File: config.mk
export PLATFORM = sky130hd
export DESIGN_NAME = keypad_scan_entry
export DESIGN_NICKNAME = d
export VERILOG_FILES = /design/src/rtl/keypad_scan_entry.sv
export SDC_FILE = /design/constraint.sdc
export NUM_CORES = 1
export LEC_CHECK = 0
export ABC_AREA = 1
export CAP_MARGIN = 15
export CORE_MARGIN = 1.5
export CORE_UTILIZATION = 50
export CTS_CLUSTER_DIAMETER = 120
export DETAILED_ROUTE_END_ITERATION = 8
export MAX_ROUTING_LAYER = met4
export PLACE_DENSITY = 0.74
export SYNTH_ARGS = -nofsm -noshare
export SYNTH_HDL_FRONTEND = slang
export SYNTH_SLANG_ARGS = --single-unit
File: constraint.sdc
create_clock -name clock -period 1.9 [get_ports clock]
set_clock_uncertainty 0.05 [all_clocks]
set_input_delay 0.38 -clock clock [delete_from_list [all_inputs] [get_ports clock]]
set_output_delay 0.38 -clock clock [all_outputs]
set_load 0.03 [all_outputs]
File: src/rtl/keypad_scan_entry.sv
// -----------------------------------------------------------------------------
// keypad_scan_entry
//
// Scans a 4x4 hex matrix keypad one active-low column at a time and debounces
// each press. It emits one hex key code per accepted press and shifts every
// accepted digit into a 32-bit operand register for the ALU test top.
//
// Ports:
//   clock      system clock
//   rst        synchronous active-low reset, sampled on posedge clock
//   ROW[3:0]   keypad rows, active-low (pulled up); 0 = key pressed in row i
//   CLR        synchronous clear of VALUE, active-high
//   COL[3:0]   column drive, active-low, exactly one bit low
//   KEY_CODE   last accepted key, row_idx*4 + col_idx
//   KEY_VALID  one-cycle pulse when KEY_CODE updates
//   VALUE      accumulated hex entry, newest digit in the low nibble
//
// Optional feature:
//   KEYPAD_AUTOREPEAT_EN  when defined, a held key regenerates KEY_VALID every
//                         REPEAT_SCANS scan ticks. When undefined, a press gives
//                         exactly one KEY_VALID and REPEAT_SCANS has no effect.
// -----------------------------------------------------------------------------
module keypad_scan_entry #(
    parameter int SCAN_DIV       = 260000,
    parameter int DEBOUNCE_SCANS = 4,
    parameter int REPEAT_SCANS   = 64
) (
    input  logic        clock,
    input  logic        rst,
    input  logic [3:0]  ROW,
    input  logic        CLR,
    output logic [3:0]  COL,
    output logic [3:0]  KEY_CODE,
    output logic        KEY_VALID,
    output logic [31:0] VALUE
);

    localparam int TW = (SCAN_DIV > 1) ? $clog2(SCAN_DIV) : 1;
    localparam int DW = $clog2(DEBOUNCE_SCANS + 1);
    localparam int RW = $clog2(REPEAT_SCANS + 1);

    localparam logic [1:0] S_SCAN     = 2'd0;
    localparam logic [1:0] S_DEBOUNCE = 2'd1;
    localparam logic [1:0] S_HELD     = 2'd2;
    localparam logic [1:0] S_RELEASE  = 2'd3;

    // Bad parameter values stop elaboration instead of building a broken scanner.
    if (SCAN_DIV < 1 || DEBOUNCE_SCANS < 1 || REPEAT_SCANS < 1) begin : g_bad_param
        $error("keypad_scan_entry: SCAN_DIV, DEBOUNCE_SCANS and REPEAT_SCANS must be >= 1");
    end

    logic [TW-1:0] tick_cnt;
    logic [1:0]    state, state_d;
    logic [1:0]    col_idx, col_d;
    logic [1:0]    row_idx, row_d;
    logic [DW-1:0] deb_cnt, deb_d;
    logic          accept;
    logic [1:0]    first_low;
    logic          any_low;
    logic          row_low;
    logic          tick;
    logic [3:0]    code;
    logic [31:0]   value_base;

    assign tick    = (tick_cnt == TW'(SCAN_DIV - 1));
    assign any_low = ~&ROW;
    // Only the latched row matters once a column is frozen; other keys are ignored.
    assign row_low = ~ROW[row_idx];
    assign code    = {row_d, col_idx};
    assign COL     = ~(4'b0001 << col_idx);

    // Lowest-index low row wins when several rows are pressed together.
    always_comb begin
        first_low = 2'd0;
        for (int i = 3; i >= 0; i--) begin
            if (!ROW[i]) first_low = 2'(i);
        end
    end

`ifdef KEYPAD_AUTOREPEAT_EN
    logic [RW-1:0] rep_cnt, rep_d;
`endif

    always_comb begin
        // NOTE: every signal written here gets a default first, so no path can
        // leave it unassigned and infer a latch.
        state_d = state;
        col_d   = col_idx;
        row_d   = row_idx;
        deb_d   = deb_cnt;
        accept  = 1'b0;
`ifdef KEYPAD_AUTOREPEAT_EN
        // The repeat count only survives while sitting in HELD.
        rep_d   = (state == S_HELD) ? rep_cnt : '0;
`endif
        if (tick) begin
            case (state)
                S_SCAN: begin
                    if (!any_low) begin
                        col_d = col_idx + 2'd1;
                    end else begin
                        row_d = first_low;
                        deb_d = DW'(1);
                        if (DEBOUNCE_SCANS == 1) begin
                            state_d = S_HELD;
                            accept  = 1'b1;
                        end else begin
                            state_d = S_DEBOUNCE;
                        end
                    end
                end
                S_DEBOUNCE: begin
                    if (row_low) begin
                        deb_d = deb_cnt + 1'b1;
                        if (deb_d == DW'(DEBOUNCE_SCANS)) begin
                            state_d = S_HELD;
                            accept  = 1'b1;
                        end
                    end else begin
                        state_d = S_SCAN;
                        col_d   = col_idx + 2'd1;
                    end
                end
                S_HELD: begin
                    if (!row_low) begin
                        deb_d = DW'(1);
                        if (DEBOUNCE_SCANS == 1) begin
                            state_d = S_SCAN;
                            col_d   = col_idx + 2'd1;
                        end else begin
                            state_d = S_RELEASE;
                        end
`ifdef KEYPAD_AUTOREPEAT_EN
                        rep_d = '0;
                    end else begin
                        rep_d = rep_cnt + 1'b1;
                        if (rep_d == RW'(REPEAT_SCANS)) begin
                            accept = 1'b1;
                            rep_d  = '0;
                        end
`endif
                    end
                end
                default: begin // S_RELEASE
                    if (!row_low) begin
                        deb_d = deb_cnt + 1'b1;
                        if (deb_d == DW'(DEBOUNCE_SCANS)) begin
                            state_d = S_SCAN;
                            col_d   = col_idx + 2'd1;
                        end
                    end else begin
                        state_d = S_HELD;
                    end
                end
            endcase
        end
    end

    // Clear applies before the new digit is inserted.
    assign value_base = CLR ? 32'h0 : VALUE;

    always_ff @(posedge clock) begin
        // NOTE: sequential state uses non-blocking assignments so every register
        // samples the pre-edge values regardless of statement order.
        if (!rst) begin
            tick_cnt  <= '0;
            state     <= S_SCAN;
            col_idx   <= 2'd0;
            row_idx   <= 2'd0;
            deb_cnt   <= '0;
            KEY_CODE  <= 4'h0;
            KEY_VALID <= 1'b0;
            VALUE     <= 32'h0;
`ifdef KEYPAD_AUTOREPEAT_EN
            rep_cnt   <= '0;
`endif
        end else begin
            tick_cnt  <= tick ? '0 : tick_cnt + 1'b1;
            state     <= state_d;
            col_idx   <= col_d;
            row_idx   <= row_d;
            deb_cnt   <= deb_d;
            KEY_VALID <= accept;
            if (accept) begin
                KEY_CODE <= code;
                VALUE    <= {value_base[27:0], code};
            end else begin
                VALUE    <= value_base;
            end
`ifdef KEYPAD_AUTOREPEAT_EN
            rep_cnt   <= rep_d;
`endif
        end
    end

endmodule

==> qor.log <==
INFO  floorplanning  floorplan.initialDensity=52.6%
INFO  drt            vias_per_cell=5.05
INFO  floorplanning  rows=29
INFO  run            drv.max_cap_violation_count=0
INFO  clock_tree     htreeDepth=3
INFO  finish         final_core_utilization=65.3%
INFO  finish         layout-area-overhead-vs-synth=24.1%
INFO  critical_path  rr_worst_depth=9
INFO  status         outcome=complete, no violations
INFO  grt            grt_use_total=21.4%
INFO  logic_synthesis synth_area=3420squm
INFO  logic_synthesis area_share_of_the_leading_cell_type_in_the_synthesized_netlist=37.5%
INFO  sta            maxSlewHeadroom=73.7%
INFO  critical_path  buffers_inverters_on_critical_path=1
INFO  drt            detail_route.drc_violations=0
INFO  sta            tightestPinTransition=0.395ns
INFO  placed_design  place_congestion=0.846
INFO  finish         seq_area=1280squm
INFO  logic_synthesis ys_dominant_reg_cell=dfxtp_1
INFO  drt            dr_total_vias=3121
INFO  finish         antenna_cells_inserted=0
INFO  critical_path  crit_fanout=3
INFO  logic_synthesis synth_edf_count=0
INFO  drt            antenna_left=0
INFO  grt            global_route.overflow_total=0
INFO  grt            antenna_violations_before_repair=0
INFO  critical_path  r2r-end=KEY_CODE[3]
INFO  critical_path  crit_path_start_kind=register
INFO  clock_tree     clock_tree_from_tritoncts=built
INFO  logic_synthesis yosysSeqAreaShare=37.5%
INFO  logic_synthesis mappedNetlistNets=495
INFO  logic_synthesis synth_cells=478
INFO  critical_path  depth_of_the_critical_timing_path_with_buffers_and_inverters_included=1
INFO  drt            drt-wirelength-per-cell=11.6um
INFO  grt            pin_count_of_the_biggest_net_entering_global_routing=35
INFO  placed_design  number_of_port_buffers=47
INFO  sta            report.final.hold_viol_count=0
INFO  finish         multiInputGateArea=1800squm
INFO  grt            grt_pass1_wl=12300um
INFO  floorplanning  die_footprint=7340squm
INFO  drt            first_pass_detailed_route_iteration_total=6
INFO  sta            max_freq=0.540GHz
INFO  floorplanning  core_area=6490squm
INFO  floorplanning  x_dimension_of_the_die=85.7um
INFO  critical_path  flop2flop_setup_slack=0.15ns
INFO  floorplanning  num_io_pins=48
INFO  logic_synthesis synth.top_cells.by_area=dfxtp_1 37%, nand2_1 15%, inv_1 6.4%
INFO  logic_synthesis synth-async-reset-ratio=0%
INFO  drt            drt_iter0_drc=226
INFO  power_and_ir_drop power.ir.vdd_worst=0.469mV
INFO  finish         filler_cell_count=576
INFO  sta            setup_total_negative_slack=0ns
INFO  clock_tree     cts.sinks=64
INFO  logic_synthesis yosys_register_bits=64
INFO  critical_path  critical_path.startpoint=VALUE[19]
INFO  clock_tree     cts-buffers-inserted=9
INFO  critical_path  crit_family=buffers and inverters
INFO  power_and_ir_drop leakage=0.00196uW
INFO  sta            post-route-period-util=97.4%
INFO  clock_tree     clk_pin_slew_worst_paths=0.08ns
INFO  critical_path  crit_required=1.47ns
INFO  logic_synthesis yosysWarningCount=0
INFO  logic_synthesis ys_types=33
INFO  critical_path  critPathArrivalTime=1.42ns
INFO  floorplanning  die-height=85.7um
INFO  worst_hold_path timing.hold.worst.class=reg2reg
INFO  finish         final_layout_size_suffix_gt1_share=12.6%
INFO  sta            timing.final.setup_violations=0
INFO  critical_path  setup.worst_path.end=VALUE[19]
INFO  power_and_ir_drop total_power_density_per_cell_area=654nW/um^2
INFO  drt            route.final.wire_length=7180um
INFO  logic_synthesis avgSynthCellArea=7.15squm
INFO  clock_tree     ctsLongestPathBuffers=2
INFO  logic_synthesis netlist.top_cell.by_area=dfxtp_1
INFO  sta            grt_setup_unrepaired=no
INFO  critical_path  setup.worst_path.class=reg2out
INFO  critical_path  cp_slowest_cell=clkdlybuf4s50_1
INFO  grt            grt_pass1_vias=2833
INFO  clock_tree     clockRootBuffer=clkbuf_8
INFO  critical_path  critical_path.endpoint_type=primary output
INFO  placed_design  dp_hpwl=5250um
INFO  clock_tree     worst_skew_pair.late_latency=0.34ns
INFO  clock_tree     post-cts-setup-buffer-count=0
INFO  critical_path  path_cells=clkdlybuf4s50_1
INFO  placed_design  placed_cell_area=4000squm
INFO  critical_path  slowest_delay=0.69ns
INFO  finish         final_design_area_no_fill=4240squm
INFO  sta            number_of_pins_exceeding_their_max_slew_limit_in_the_final_report=0
INFO  finish         finalNetCount=553
INFO  critical_path  r2r_start=deb_cnt[0]
INFO  sta            tmin_final=1.85ns
[report_power, final]
part / internal [uW] / total [uW] / switching, uW
combinational: 42.8 / 102 / 59.3
clock: 752 / 1320 / 570
sequential: 1350 / 1350 / 6.45
total: 2140 / 2780 / 636
[timing repair]
action                                  4_1_cts  5_1_grt
pin swaps                                     0        1
endpoints found under the setup margin        4       26
gates resized for setup                       6       12
hold buffers                                  0        0
[synthesized netlist by cell type, types with 5 or more instances]
cell and instances:
nand2_2 5, inv_1 58, ha_1 10, a21oi_1 26, nor2_1 50, clkbuf_1 6
o21ai_0 8, nand3_4 6, nand4_1 9, nand3_1 37, nand2_1 139, dfxtp_1 64
and3_1 17
[worst min-delay path by stage]
stage / startpoint / end / cells after the start
2_1_floorplan: tick_cnt[0] / tick_cnt[0] / 1
3_3_place_gp: KEY_CODE[0] / KEY_CODE[0] / 2
3_5_place_dp: KEY_CODE[0] / KEY_CODE[0] / 2
4_1_cts: KEY_CODE[0] / KEY_CODE[0] / 2
5_1_grt: KEY_CODE[0] / KEY_CODE[0] / 2
6_report: KEY_CODE[0] / KEY_CODE[0] / 2
[sequential cells by signal, summed over array words and instances, names as in the netlist]
signal	cells
KEY_VALID	1
state	2
deb_cnt	3
VALUE	32
col_idx	2
tick_cnt	18
KEY_CODE	4
row_idx	2
[final cells by class]
| class | count | area share [%] |
|---|---|---|
| Tap cell | 77 | 2.27 |
| Clock buffer | 9 | 2.92 |
| Timing Repair Buffer | 63 | 14.5 |
| Inverter | 60 | 5.31 |
| Clock inverter | 7 | 2.42 |
| Sequential cell | 64 | 30.2 |
| Multi-Input combinational cell | 338 | 42.4 |
[logic make-up after synthesis]
logic type                 synth area share, %
buffers and inverters                     10.8
adders and majority gates                 3.66
AOI/OAI and AO/OA                         6.11
DFF                                       37.5
xor gates and xnor gates                 0.769
and+or+nand+nor                           41.2
[through the flow]
stage | power (uW) | instances | hold WS, ns | setup WS, ns
floorplan | 1440 | 478 | 0.391 | 0.231
global placement | 1480 | 602 | 0.407 | -0.0911
detailed placement | 1480 | 602 | 0.409 | -0.148
CTS | 2790 | 618 | 0.421 | 0.00676
global route | 2880 | 618 | 0.446 | 0.0110
finish | 2780 | 618 | 0.415 | 0.0488
[per-layer routing]
metal / GRT usage [%] / wire length [um]
met5: - / 0
met2: 34.9 / 3410
met4: 7.04 / 126
met3: 4.91 / 335
met1: 26.1 / 3300
[worst reg2reg max path: stages (launching register included)]
cell	delay (ns)
dfxtp_1	0.38
ha_1	0.19
inv_1	0.05
nand2_1	0.12
nand3_4	0.14
inv_1	0.14
nand3_2	0.12
nor2_4	0.19
nand3_1	0.14
a21oi_1	0.16
[cells in the final DEF, fill, tap and decap left out, types with 3 or more instances in the layout]
cell type / instances
nand2_1: 139
dfxtp_1: 63
inv_1: 58
nor2_1: 48
clkdlybuf4s50_1: 42
nand3_1: 36
a21oi_1: 26
and3_1: 17
buf_4: 13
nand4_1: 9
ha_1: 9
clkbuf_8: 9
o21ai_0: 8
nand3_4: 6
nor2_4: 5
nand2_2: 5
nor3_1: 4
nor2_8: 3
nor3b_1: 3
nand3_2: 3
nand3b_1: 3
nor2_2: 3
o21ai_2: 3
clkbuf_2: 3
buf_12: 3
(Power assumes the default switching activity.)
